`config.mk`:
```
export PLATFORM = sky130hd
export DESIGN_NAME = pf_lanectrl_pause_seq
export DESIGN_NICKNAME = d
export VERILOG_FILES = /design/src/rtl/pf_lanectrl_pause_seq_pkg.sv /design/src/rtl/pf_lanectrl_pause_seq_timer.sv /design/src/rtl/pf_lanectrl_pause_seq.sv
export SDC_FILE = /design/constraint.sdc
export NUM_CORES = 1
export LEC_CHECK = 0
export CAP_MARGIN = 20
export CORE_ASPECT_RATIO = 1.4
export CORE_MARGIN = 2
export CORE_UTILIZATION = 55
export CTS_CLUSTER_DIAMETER = 60
export DETAILED_ROUTE_END_ITERATION = 10
export GPL_ROUTABILITY_DRIVEN = 1
export PLACE_DENSITY_LB_ADDON = 0.1
export SYNTH_ARGS = -nofsm -noshare
export SYNTH_HDL_FRONTEND = slang
export SYNTH_SLANG_ARGS = --single-unit
```
`constraint.sdc`:
```
create_clock -name i_clk -period 4.1 [get_ports i_clk]
set_input_delay 0.82 -clock i_clk [delete_from_list [all_inputs] [get_ports i_clk]]
set_output_delay 0.82 -clock i_clk [all_outputs]
set_load 0.05 [all_outputs]
```
`src/rtl/pf_lanectrl_pause_seq_pkg.sv`:
```
// pf_lanectrl_pause_seq_pkg: FSM states, burst step spacing and parameter check for the pause sequencer.
package pf_lanectrl_pause_seq_pkg;

  typedef enum logic [2:0] {
    S_IDLE,
    S_PRE,
    S_UPD,
    S_POST,
    S_SETTLE,
    S_DONE
  } state_e;

  localparam int STEP_SPACE = 2;

  function automatic bit params_ok(input int pre_cycles, input int tap_w, input int max_tap);
    return (pre_cycles >= 3) && (max_tap <= (2 ** tap_w) - 1);
  endfunction

endpackage

```
`src/rtl/pf_lanectrl_pause_seq_timer.sv`:
```
// pf_lanectrl_pause_seq_timer: loadable down-counter with zero and about-to-expire flags.
module pf_lanectrl_pause_seq_timer #(
  parameter int W = 4
) (
  input  logic         i_clk,
  input  logic         i_rst_n,
  input  logic         i_load,
  input  logic [W-1:0] i_val,
  output logic         o_zero,
  output logic         o_last
);

  logic [W-1:0] r_cnt;

  assign o_zero = (r_cnt == '0);
  assign o_last = (r_cnt == W'(1));

  always_ff @(posedge i_clk or negedge i_rst_n) begin
    if (!i_rst_n) r_cnt <= '0;
    else r_cnt <= i_load ? i_val : o_zero ? r_cnt : r_cnt - W'(1);
  end

endmodule

```
`src/rtl/pf_lanectrl_pause_seq.sv`:
```
// pf_lanectrl_pause_seq: wraps each IOD tap move/load in a HS_IO_CLK pause window and tracks the tap.
// Optional multi-step bursts inside one pause window are enabled by defining PAUSE_SEQ_BURST_EN.
module pf_lanectrl_pause_seq
  import pf_lanectrl_pause_seq_pkg::*;
#(
  parameter int PRE_CYCLES    = 4,
  parameter int POST_CYCLES   = 4,
  parameter int SETTLE_CYCLES = 8,
  parameter int TAP_W         = 7,
  parameter int MAX_TAP       = 127,
  parameter int STEP_W        = 4
) (
  input  logic              i_clk,
  input  logic              i_rst_n,
  input  logic              i_req,
  input  logic              i_req_load,
  input  logic              i_req_dir,
  input  logic [STEP_W-1:0] i_req_steps,
  output logic              o_ack,
  output logic              o_busy,
  output logic              o_err,
  output logic              o_hs_io_clk_pause,
  output logic              o_delay_move,
  output logic              o_delay_dir,
  output logic              o_delay_load,
  output logic [TAP_W-1:0]  o_tap_cnt
);

  localparam int CW    = (TAP_W > STEP_W ? TAP_W : STEP_W) + 1;
  localparam int TMR_W = $clog2(PRE_CYCLES + POST_CYCLES + SETTLE_CYCLES);

  if (!params_ok(PRE_CYCLES, TAP_W, MAX_TAP)) begin : g_bad_params
    $error("pf_lanectrl_pause_seq: PRE_CYCLES < 3 or MAX_TAP exceeds TAP_W range");
  end

  state_e             r_state, w_state;
  logic               w_tload, w_zero, w_last, w_accept, w_illegal, w_clip, w_pulse_nxt;
  logic [TMR_W-1:0]   w_tval;
  logic [CW-1:0]      w_dist, w_n, r_left;
  logic [TAP_W-1:0]   r_tap;
  logic               r_is_load, r_dir, r_err, r_busy, r_pause, r_ack, r_move, r_load;

  pf_lanectrl_pause_seq_timer #(.W(TMR_W)) u_timer (
    .i_clk   (i_clk),
    .i_rst_n (i_rst_n),
    .i_load  (w_tload),
    .i_val   (w_tval),
    .o_zero  (w_zero),
    .o_last  (w_last)
  );

  assign w_accept  = (r_state == S_IDLE) && i_req;
  assign w_dist    = i_req_dir ? CW'(MAX_TAP) - CW'(r_tap) : CW'(r_tap);
  assign w_illegal = !i_req_load && (w_dist == '0);
`ifdef PAUSE_SEQ_BURST_EN
  logic [CW-1:0] w_nreq;
  assign w_nreq = (i_req_steps == '0) ? CW'(1) : CW'(i_req_steps);
  assign w_clip = !i_req_load && !w_illegal && (w_nreq > w_dist);
  assign w_n    = i_req_load ? CW'(1) : w_clip ? w_dist : w_nreq;
`else
  logic w_unused_steps;
  assign w_unused_steps = ^i_req_steps;
  assign w_clip = 1'b0;
  assign w_n    = CW'(1);
`endif

  // A pulse goes out on UPD entry and then each time the spacing wait is one cycle from expiry.
  assign w_pulse_nxt = (w_state == S_UPD) && ((r_state != S_UPD) || w_last);

  always_ff @(posedge i_clk or negedge i_rst_n) begin
    if (!i_rst_n) r_state <= S_IDLE;
    else r_state <= w_state;
  end

  always_comb begin
    w_state = r_state;
    w_tload = 1'b0;
    w_tval  = '0;
    case (r_state)
      S_IDLE: if (i_req) begin
        w_state = w_illegal ? S_DONE : S_PRE;
        w_tload = !w_illegal;
        w_tval  = TMR_W'(PRE_CYCLES - 1);
      end
      S_PRE: if (w_zero) begin
        w_state = S_UPD;
        w_tload = 1'b1;
      end
      S_UPD: if (w_zero) begin
        w_state = (r_left != '0) ? S_UPD : S_POST;
        w_tload = 1'b1;
        w_tval  = (r_left != '0) ? TMR_W'(STEP_SPACE - 1) : TMR_W'(POST_CYCLES - 1);
      end
      S_POST: if (w_zero) begin
        w_state = S_SETTLE;
        w_tload = 1'b1;
        w_tval  = TMR_W'(SETTLE_CYCLES - 1);
      end
      S_SETTLE: w_state = w_zero ? S_DONE : S_SETTLE;
      S_DONE:   w_state = S_IDLE;
      default:  w_state = S_IDLE;
    endcase
  end

  always_ff @(posedge i_clk or negedge i_rst_n) begin
    if (!i_rst_n) begin
      r_busy    <= 1'b0;
      r_pause   <= 1'b0;
      r_ack     <= 1'b0;
      r_move    <= 1'b0;
      r_load    <= 1'b0;
      r_dir     <= 1'b0;
      r_err     <= 1'b0;
      r_is_load <= 1'b0;
      r_left    <= '0;
      r_tap     <= '0;
    end else begin
      r_busy  <= (w_state != S_IDLE);
      r_pause <= (w_state == S_PRE) || (w_state == S_UPD) || (w_state == S_POST);
      r_ack   <= (w_state == S_DONE);
      r_move  <= w_pulse_nxt && !r_is_load;
      r_load  <= w_pulse_nxt && r_is_load;
      if (w_accept) begin
        r_dir     <= i_req_dir;
        r_is_load <= i_req_load;
        r_err     <= w_illegal || w_clip;
        r_left    <= w_n;
      end
      if (w_pulse_nxt) begin
        r_tap  <= r_is_load ? '0 : r_dir ? r_tap + TAP_W'(1) : r_tap - TAP_W'(1);
        r_left <= r_left - CW'(1);
      end
    end
  end

  assign o_ack             = r_ack;
  assign o_busy            = r_busy;
  assign o_err             = r_err;
  assign o_hs_io_clk_pause = r_pause;
  assign o_delay_move      = r_move;
  assign o_delay_dir       = r_dir;
  assign o_delay_load      = r_load;
  assign o_tap_cnt         = r_tap;

endmodule

```
# Word-level counts from Yosys, hierarchy flattened
# Cells that the tools add are included.
# W data, S select, Z words.
# classes
add_sub_neg,5
n_eq_ne,11
muxes,23
reduce_logical,18
# ops
op,count
$mux W8,3
$mux W3,6
$pmux W3 S5,1
$mux W7,2
$eq A3 B2 Y1 const B,4
$pmux W3 S3,1
$logic_not A8 Y1,1
$mux W4,2
$reduce_bool A8 Y1,1
$sub A7 B7 Y8 const A,1
$sub A8 B1 Y8 const B,1
$add A7 B1 Y7 const B,1
$sub A7 B1 Y7 const B,1
$eq A3 B1 Y1 const B,2
$eq A3 B3 Y1 const B,2
$mux W2,3
$logic_and A1 B1 Y1,5
$eq A4 B1 Y1 const B,1
$logic_not A4 Y1,1
$mux W1,4
$sub A4 B1 Y4 const B,1
$logic_not A1 Y1,3
$logic_not A3 Y1,1
$logic_or A1 B1 Y1,3
other kinds (6),6
# word_totals
ff_bits,30
word_cells,69

# Logic depth before layout (Yosys ltp)
# Gate-level depths: netlist of run 1.
# logic_depth
word_depth,10
depth_mapped,9
ltp_nobuf,8

# By module
# Synthesis of run 1 repeated with hierarchy kept, for this count alone.
# unflattened
cells_unflattened,188
hier_area_um2,1793.0
# modules_own_cells
module,n_inst,cells_each,area_each_um2
pf_lanectrl_pause_seq,1,164,1536.5
pf_lanectrl_pause_seq_timer,1,24,256.5

# Worst setup path before layout of run 1
# Ideal clock, no wire load.
# synth_path
path_kind,input port to flip-flop
start,input i_req
end,register r_left[2]
arrival_ns,2.481
required_time_ns,3.976
slack_ns,1.495
stages,7
path_buffers,1
path_cell_list,nor4b_1 a31oi_1 o311ai_4 or3_1 buf_6 nor3b_1 a211o_1
# synth_via
elab_chain_cells,5
word_cells_on_any_way,7
cone_classes,1 x eq/ne; 3 x mux; 3 x reduce/logical
# synth_lines
element,line_no,text
from (decl),pf_lanectrl_pause_seq.sv:15,"input logic i_req,"
$mux W3 *,pf_lanectrl_pause_seq.sv:80,S_IDLE: if (i_req) begin
$pmux W3 S5 *,pf_lanectrl_pause_seq.sv:79,case (r_state)
net w_state[0],pf_lanectrl_pause_seq.sv:36,"state_e r_state, w_state;"
$eq A3 B2 Y1 *,pf_lanectrl_pause_seq.sv:68,assign w_pulse_nxt = (w_state == S_UPD) && ((r_state != S_UPD) || w_last);
$logic_and A1 B1 Y1 *,pf_lanectrl_pause_seq.sv:68,
$mux W8 / $reduce_bool A2 Y1 (equally long branches),n/a,
to (signal assigned),pf_lanectrl_pause_seq.sv:127,r_left <= w_n;
to (signal assigned),pf_lanectrl_pause_seq.sv:131,r_left <= r_left - CW'(1);
to (decl),pf_lanectrl_pause_seq.sv:39,"logic [CW-1:0] w_dist, w_n, r_left;"
# The timed path passes the listed nets; every way through them passes the cells marked *.
# A chain may end at the register's enable or synchronous reset.

# Worst setup path in the final report of run 1
# layout_path
start,register r_left[0]
end,register r_left[2]
# layout_via
elab_chain_cells,7
word_cells_on_any_way,9
cone_classes,1 x add/sub; 1 x eq/ne; 4 x mux; 3 x reduce/logical
# layout_lines
element,line_no,text
$reduce_bool A8 Y1 *,pf_lanectrl_pause_seq.sv:90,w_state = (r_left != '0) ? S_UPD : S_POST;
$mux W1 *,pf_lanectrl_pause_seq.sv:90,
$mux W3 *,pf_lanectrl_pause_seq.sv:89,S_UPD: if (w_zero) begin
$pmux W3 S5 *,pf_lanectrl_pause_seq.sv:79,
net w_state[0],pf_lanectrl_pause_seq.sv:36,
$eq A3 B2 Y1 *,pf_lanectrl_pause_seq.sv:68,
$logic_and A1 B1 Y1 *,pf_lanectrl_pause_seq.sv:68,
$mux W8 / $reduce_bool A2 Y1 (equally long branches),n/a,
# Marks and branches as above.

==> results.ini, run 1 <==
[route]
drc=0
viasPerCell=5.98
drtAntennaViolNets=0
drtIter0Drc=51
wl_per_cell_um=15.1
routed_wl_mm=3.62
vias=1436
dr.pass1.iters=4

[worst_setup_path]
crit_required_ns=4.27
end_kind=flop
cp_max_fo=20
rr_worst_depth=8
regToRegSetupSlack_ns=0.97
path_class=reg2reg
r2r-end=r_left[2]$_DFFE_PN0P_
r2r_start=r_left[0]$_DFFE_PN0P_
crit_arrival_ns=3.29
worstSetupEndpoint=r_left[2]$_DFFE_PN0P_
setup.worst_path.start=r_left[0]$_DFFE_PN0P_
start_kind=flop

[synthesis]
synth-xor-area-share_pct=1.52
ys_async_sr_fraction_pct=100
syn_avg_cell_area_um2=9.70
synth_compound_area_share_pct=21.7
synth_top_family_by_area=compound AO/OA/AOI/OAI gates
synth-simple-area-share_pct=21.7
yosysWarnings=0
synthFlopType=dfrtp_1
synth_top_area_cell=dfrtp_1
yosysTopAreaCellShare_pct=43.5
ys_types=49
synth_mux_area_share_pct=0
ys_ff_latch=30
synth_area_leaders=dfrtp_1 (43%), ha_1 (5.8%), a21o_1 (3.0%)
netlist_area_um2=1730
yosysSeqAreaShare_pct=43.5
synthAdderAreaFrac_pct=6.96
synth_edf_count=0
synth_cells=178
synth_fp_nets=196

[clocking]
ctsResizeCount=0
clkTransAtPathRegs_ns=0.06
insertion_delay_ns=0.28
ctsHoldBuffers=0
cts_tree=yes
cts.sinks=30
cts_buffer_depth=2
cts-buffers-inserted=5
clockRootBuffer=clkbuf_8
postCtsSetupBuffers=0
h-tree-depth=2

[global_route]
grt_pass1_vias=1377
antenna_found_initial=0
grt_max_degree=31
track_usage_pct=23.4
grt_first_pass_wirelength_mm=6.23
grt.overflow.total=0

[cells_and_area]
drive_above_1_share_pct=7.46
stdcell_count=240
nets=219
antenna_cells=0
layout_common_cells=dfrtp_1 (30), clkdlybuf4s50_1 (18), nand2_1 (14)
nFillCells=270
final_common_cell=dfrtp_1
syn_to_final_growth_pct=17.2

[sta]
setup-violations-final=0
finalCritPeriodShare_pct=76.3
setup_tns_ns=0
slew_viol_final=0
worst_clock_skew_ns=0.00667
slew_headroom_pct=56.3
rsz0062_at_grt=no
fin_crit_ns=3.13
fmax_ghz=0.320
finalHoldViolCount=0
worst_pin_slew_ns=0.655

[placed_design]
gp_congestion=0.822
port_buffers=18
dp_hpwl_mm=2.65
dpl.cell_count=233

[die]
die_h_um=70.3
io-pin-count=23
start_util_pct=56.4
core-area_um2=3060
die_x_um=51.4
die_area_um2=3610
rows=24

[flow_run]
cap_viol_max_count=0

[power_and_ir_drop]
p_leak_nw=0.935
pwr_density_cell_nw_per_um2=910
ir_worst_vdd_v=0.000422

[hold_path]
hp-class=reg2reg
hold_depth=2

[outcome]
outcome=complete, no violations

## worst min-delay path by stage
stage / slack [ns] / start / endpoint
final: 0.48 / o_err$_DFFE_PN0P_ / o_err$_DFFE_PN0P_
after floorplan: 0.49 / r_left[6]$_DFFE_PN0P_ / r_left[6]$_DFFE_PN0P_
after detailed placement: 0.47 / o_err$_DFFE_PN0P_ / o_err$_DFFE_PN0P_
after global placement: 0.47 / o_err$_DFFE_PN0P_ / o_err$_DFFE_PN0P_
after global routing: 0.51 / o_err$_DFFE_PN0P_ / o_err$_DFFE_PN0P_
after CTS: 0.48 / o_err$_DFFE_PN0P_ / o_err$_DFFE_PN0P_
## kinds of logic after synthesis
kind of cell,count (synthesis)
xor gates and xnor gates,3
DFF,30
and+or+nand+nor,67
buffers and inverters,18
AOI/OAI and AO/OA,51
adders and majority gates,9
## synthesized netlist by cell type (2+ instances only)
library cell / count
buf_2: 3
a21o_1: 7
o31ai_1: 3
o21a_1: 3
nand3_1: 6
dfrtp_1: 30
nor2b_1: 3
or3_1: 5
xnor2_1: 2
ha_1: 8
o41ai_1: 2
or4_1: 2
and3_1: 2
inv_1: 13
a211o_1: 2
nand3b_1: 2
nand4_1: 2
nor3b_1: 3
nor3_1: 7
o21ai_0: 9
nand2_1: 14
nor2_1: 12
a21oi_1: 10
o21bai_1: 3
## metal layers
metal  global-route usage (%)  share of wire [%]  wire length [um]  up-vias
met3                     5.77                3.7               135        8
met4                     10.8                2.1                77        0
met5                        0                  0                 0        -
met1                     27.1                 41              1500      706
li1                         -                  -                 -      697
met2                     39.7                 53              1910       25
## worst max-delay path: stages (launching register included)
cell and delay, ns:
dfrtp_1 0.37, inv_1 0.12, ha_1 0.23, or4b_4 0.49
or4_4 0.46, o311ai_4 0.32, or3_1 0.58, nor3b_1 0.13
a211o_1 0.29
## area by class of cell
class	count	area (um2)	area share [%]
Clock buffer	7	76.3	3.77
Tap cell	39	48.8	2.41
Timing Repair Buffer	21	203	10.0
Sequential cell	30	751	37.1
Multi-Input combinational cell	130	897	44.3
Inverter	13	48.8	2.41
## stage by stage
| stage | hold slack (ns) | area, um2 | util, % | setup slack, ns | total power, W |
|---|---|---|---|---|---|
| 5_1_grt | 0.512 | 2020 | 66.1 | 0.809 | 0.00199 |
| 3_3_place_gp | 0.467 | 1950 | 63.6 | 0.896 | 0.00158 |
| 3_5_place_dp | 0.469 | 1950 | 63.6 | 0.828 | 0.00163 |
| 2_1_floorplan | 0.491 | 1730 | - | 1.49 | 0.00136 |
| 4_1_cts | 0.482 | 2020 | 66.1 | 0.965 | 0.00186 |
| 6_report | 0.476 | 2020 | 66.1 | 0.972 | 0.00184 |
## registers in the layout (all words and copies together), names as in the netlist
register	count
o_ack	1
o_busy	1
o_delay_dir	1
o_delay_load	1
o_delay_move	1
o_err	1
o_hs_io_clk_pause	1
o_tap_cnt	7
r_is_load	1
r_left	8
r_state	3
u_timer.r_cnt	4
## report_power, final
| part | switching [W] | total [W] | internal, W |
|---|---|---|---|
| Sequential | 0.000149 | 0.000568 | 0.000419 |
| Combinational | 0.000626 | 0.00106 | 0.000429 |
| Clock | 0.000101 | 0.000218 | 0.000116 |
| Total | 0.000877 | 0.00184 | 0.000965 |
Power figures use the tool's default switching activity.
==> run 2, diff against run 1 <==
Settings changed: CORE_UTILIZATION 55 to 54.
Clock period 4.1 ns to 3.1 ns, I/O delays scaled along.
==> results.ini, run 2 (synthesis results as in run 1) <==
[sta]
finalCritPeriodShare_pct=92.4  ; was 76.3%
whs_ns=0.475  ; was 0.476 ns
setup-violations-final=0  ; unchanged
worst_clock_skew_ns=0.00762  ; was 0.00667 ns
fin_crit_ns=2.87  ; was 3.13 ns
slew_headroom_pct=65.8  ; was 56.3%
worst_pin_slew_ns=0.510  ; was 0.655 ns
setup_tns_ns=0  ; unchanged
fmax_ghz=0.349  ; was 0.320 GHz
rsz0062_at_grt=no  ; unchanged
slew_viol_final=0  ; unchanged
finalHoldViolCount=0  ; unchanged

[die]
start_util_pct=55.8  ; was 56.4%
io-pin-count=23  ; unchanged
rows=24  ; unchanged
core-area_um2=3090  ; was 3060 um2
die_h_um=70.9  ; was 70.3 um
die_x_um=51.8  ; was 51.4 um
die_area_um2=3670  ; was 3610 um2

[worst_setup_path]
max_stage_delay_ns=0.50  ; was 0.58 ns
path_buf_inv=2  ; was 1
path_class=reg2reg  ; unchanged
cp_max_fo=20  ; unchanged
path_cells=inv_1, ha_1, or4b_4, or4_4, o311ai_4, or3_1, buf_4, nor3b_1, a221o_1  ; was inv_1, ha_1, or4b_4, or4_4, o311ai_4, or3_1, nor3b_1, a211o_1
critPathSlowestCell=or4b_4  ; was or3_1
cp_top_family=simple AND/OR/NAND/NOR gates  ; unchanged
end_kind=flop  ; unchanged
crit_required_ns=3.27  ; was 4.27 ns
crit_arrival_ns=3.04  ; was 3.29 ns
regToRegSetupSlack_ns=0.23  ; was 0.97 ns
start_kind=flop  ; unchanged

[clocking]
cts_tree=yes  ; unchanged
clockRootBuffer=clkbuf_8  ; unchanged
postCtsSetupBuffers=0  ; unchanged
insertion_delay_ns=0.28  ; about the same
cts-buffers-inserted=5  ; unchanged
ctsResizeCount=0  ; unchanged
ctsHoldBuffers=0  ; unchanged
cts_buffer_depth=2  ; unchanged
cts.sinks=30  ; unchanged
clkTransAtPathRegs_ns=0.06  ; about the same
h-tree-depth=2  ; unchanged

[cells_and_area]
nFillCells=236  ; was 270
syn_to_final_growth_pct=17.7  ; was 17.2%
antenna_cells=0  ; unchanged
drive_above_1_share_pct=7.92  ; was 7.46%
largest_reg_flops=8  ; unchanged
largest_register=r_left  ; unchanged
final_common_cell=dfrtp_1  ; unchanged
multi_input_area_um2=897  ; unchanged
seq_area_um2=751  ; unchanged
layout_common_cells=dfrtp_1 (30), clkdlybuf4s50_1 (18), nand2_1 (14)  ; unchanged
nets=220  ; was 219

[flow_run]
cap_viol_max_count=0  ; unchanged

[route]
drtAntennaViolNets=0  ; unchanged
dr.pass1.iters=4  ; unchanged
vias=1438  ; was 1,436
routed_wl_mm=3.64  ; was 3.62 mm
viasPerCell=5.97  ; was 5.98
wl_per_cell_um=15.1  ; about the same
drtIter0Drc=34  ; was 51
drc=0  ; unchanged

[global_route]
grt.met3_usage_pct=5.70  ; was 5.77%
antenna_found_initial=0  ; unchanged
grt_first_pass_wirelength_mm=6.14  ; was 6.23 mm
track_usage_pct=22.3  ; was 23.4%
top_usage_layer=met2  ; unchanged
grt_pass1_vias=1409  ; was 1,377
grt.overflow.total=0  ; unchanged
grt_max_degree=31  ; unchanged
grtUsageMet1_pct=24.8  ; was 27.1%
grtUsageMet2_pct=37.7  ; was 39.7%

[placed_design]
gp_congestion=0.803  ; was 0.822
dp_hpwl_mm=2.67  ; was 2.65 mm
port_buffers=18  ; unchanged

[power_and_ir_drop]
p_total_w=0.00246  ; was 0.00184 W
p_leak_nw=0.939  ; was 0.935 nW
pwr_density_cell_nw_per_um2=1210  ; was 910 nW/um2
ir_worst_vdd_v=0.000634  ; was 0.000422 V

[outcome]
outcome=complete, no violations  ; unchanged

[hold_path]
hp-class=reg2reg  ; unchanged

-- run 2: cell types whose count changed in the layout (fill, tap and decap cells not counted) --
cell   before  now
buf_4       3    4
-- run 2: worst paths after layout --
kind,startpoint,endpoint,cells past startpoint
max reg2reg,r_left[0]$_DFFE_PN0P_,r_left[5]$_DFFE_PN0P_,9
max in group asynchronous,i_rst_n,r_left[7]$_DFFE_PN0P_,2
max,r_left[0]$_DFFE_PN0P_,r_left[5]$_DFFE_PN0P_,9
min reg2reg,o_err$_DFFE_PN0P_,o_err$_DFFE_PN0P_,2
min,o_err$_DFFE_PN0P_,o_err$_DFFE_PN0P_,2
min in group asynchronous,i_rst_n,o_tap_cnt[6]$_DFFE_PN0P_,2
-- run 2: metrics by stage --
| step | util (%) | worst slack [ns] | cells | area (um2) |
|---|---|---|---|---|
| 2_1_floorplan | - | 0.551 | 178 | 1730 |
| 3_3_place_gp | 63.2 | 0.333 | 234 | 1960 |
| 3_5_place_dp | 63.2 | 0.263 | 234 | 1960 |
| 4_1_cts | 65.7 | 0.256 | 241 | 2030 |
| 5_1_grt | 65.7 | 0.116 | 241 | 2030 |
| 6_report | 65.7 | 0.234 | 241 | 2030 |
-- run 2: area by class of cell --
cell class                 count  share of cell area [%]
sequential                    30                    36.9
inverter                      13                    2.40
clock buffer                   7                    3.76
multi-input combinational    130                    44.2
tap                           39                    2.40
timing repair buffer          22                    10.3
-- run 2: report_power, final --
part,switching (W),internal [W]
Clock,0.000135,0.000154
Combinational,0.000835,0.000580
Sequential,0.000198,0.000554
-- run 2: tightest hold or removal path, cell delays in order (launching register included) --
cell     delay [ns]
dfrtp_1        0.33
nand2_1        0.04
o21ai_0        0.06
-- run 2: per-layer routing --
metal | part of all wire (%) | vias to the layer above | routed length, um
met4 | 1.9 | 0 | 70
met3 | 3.4 | 7 | 125
met2 | 53 | 26 | 1940
met1 | 41 | 704 | 1510
met5 | 0 | - | 0
li1 | - | 701 | -
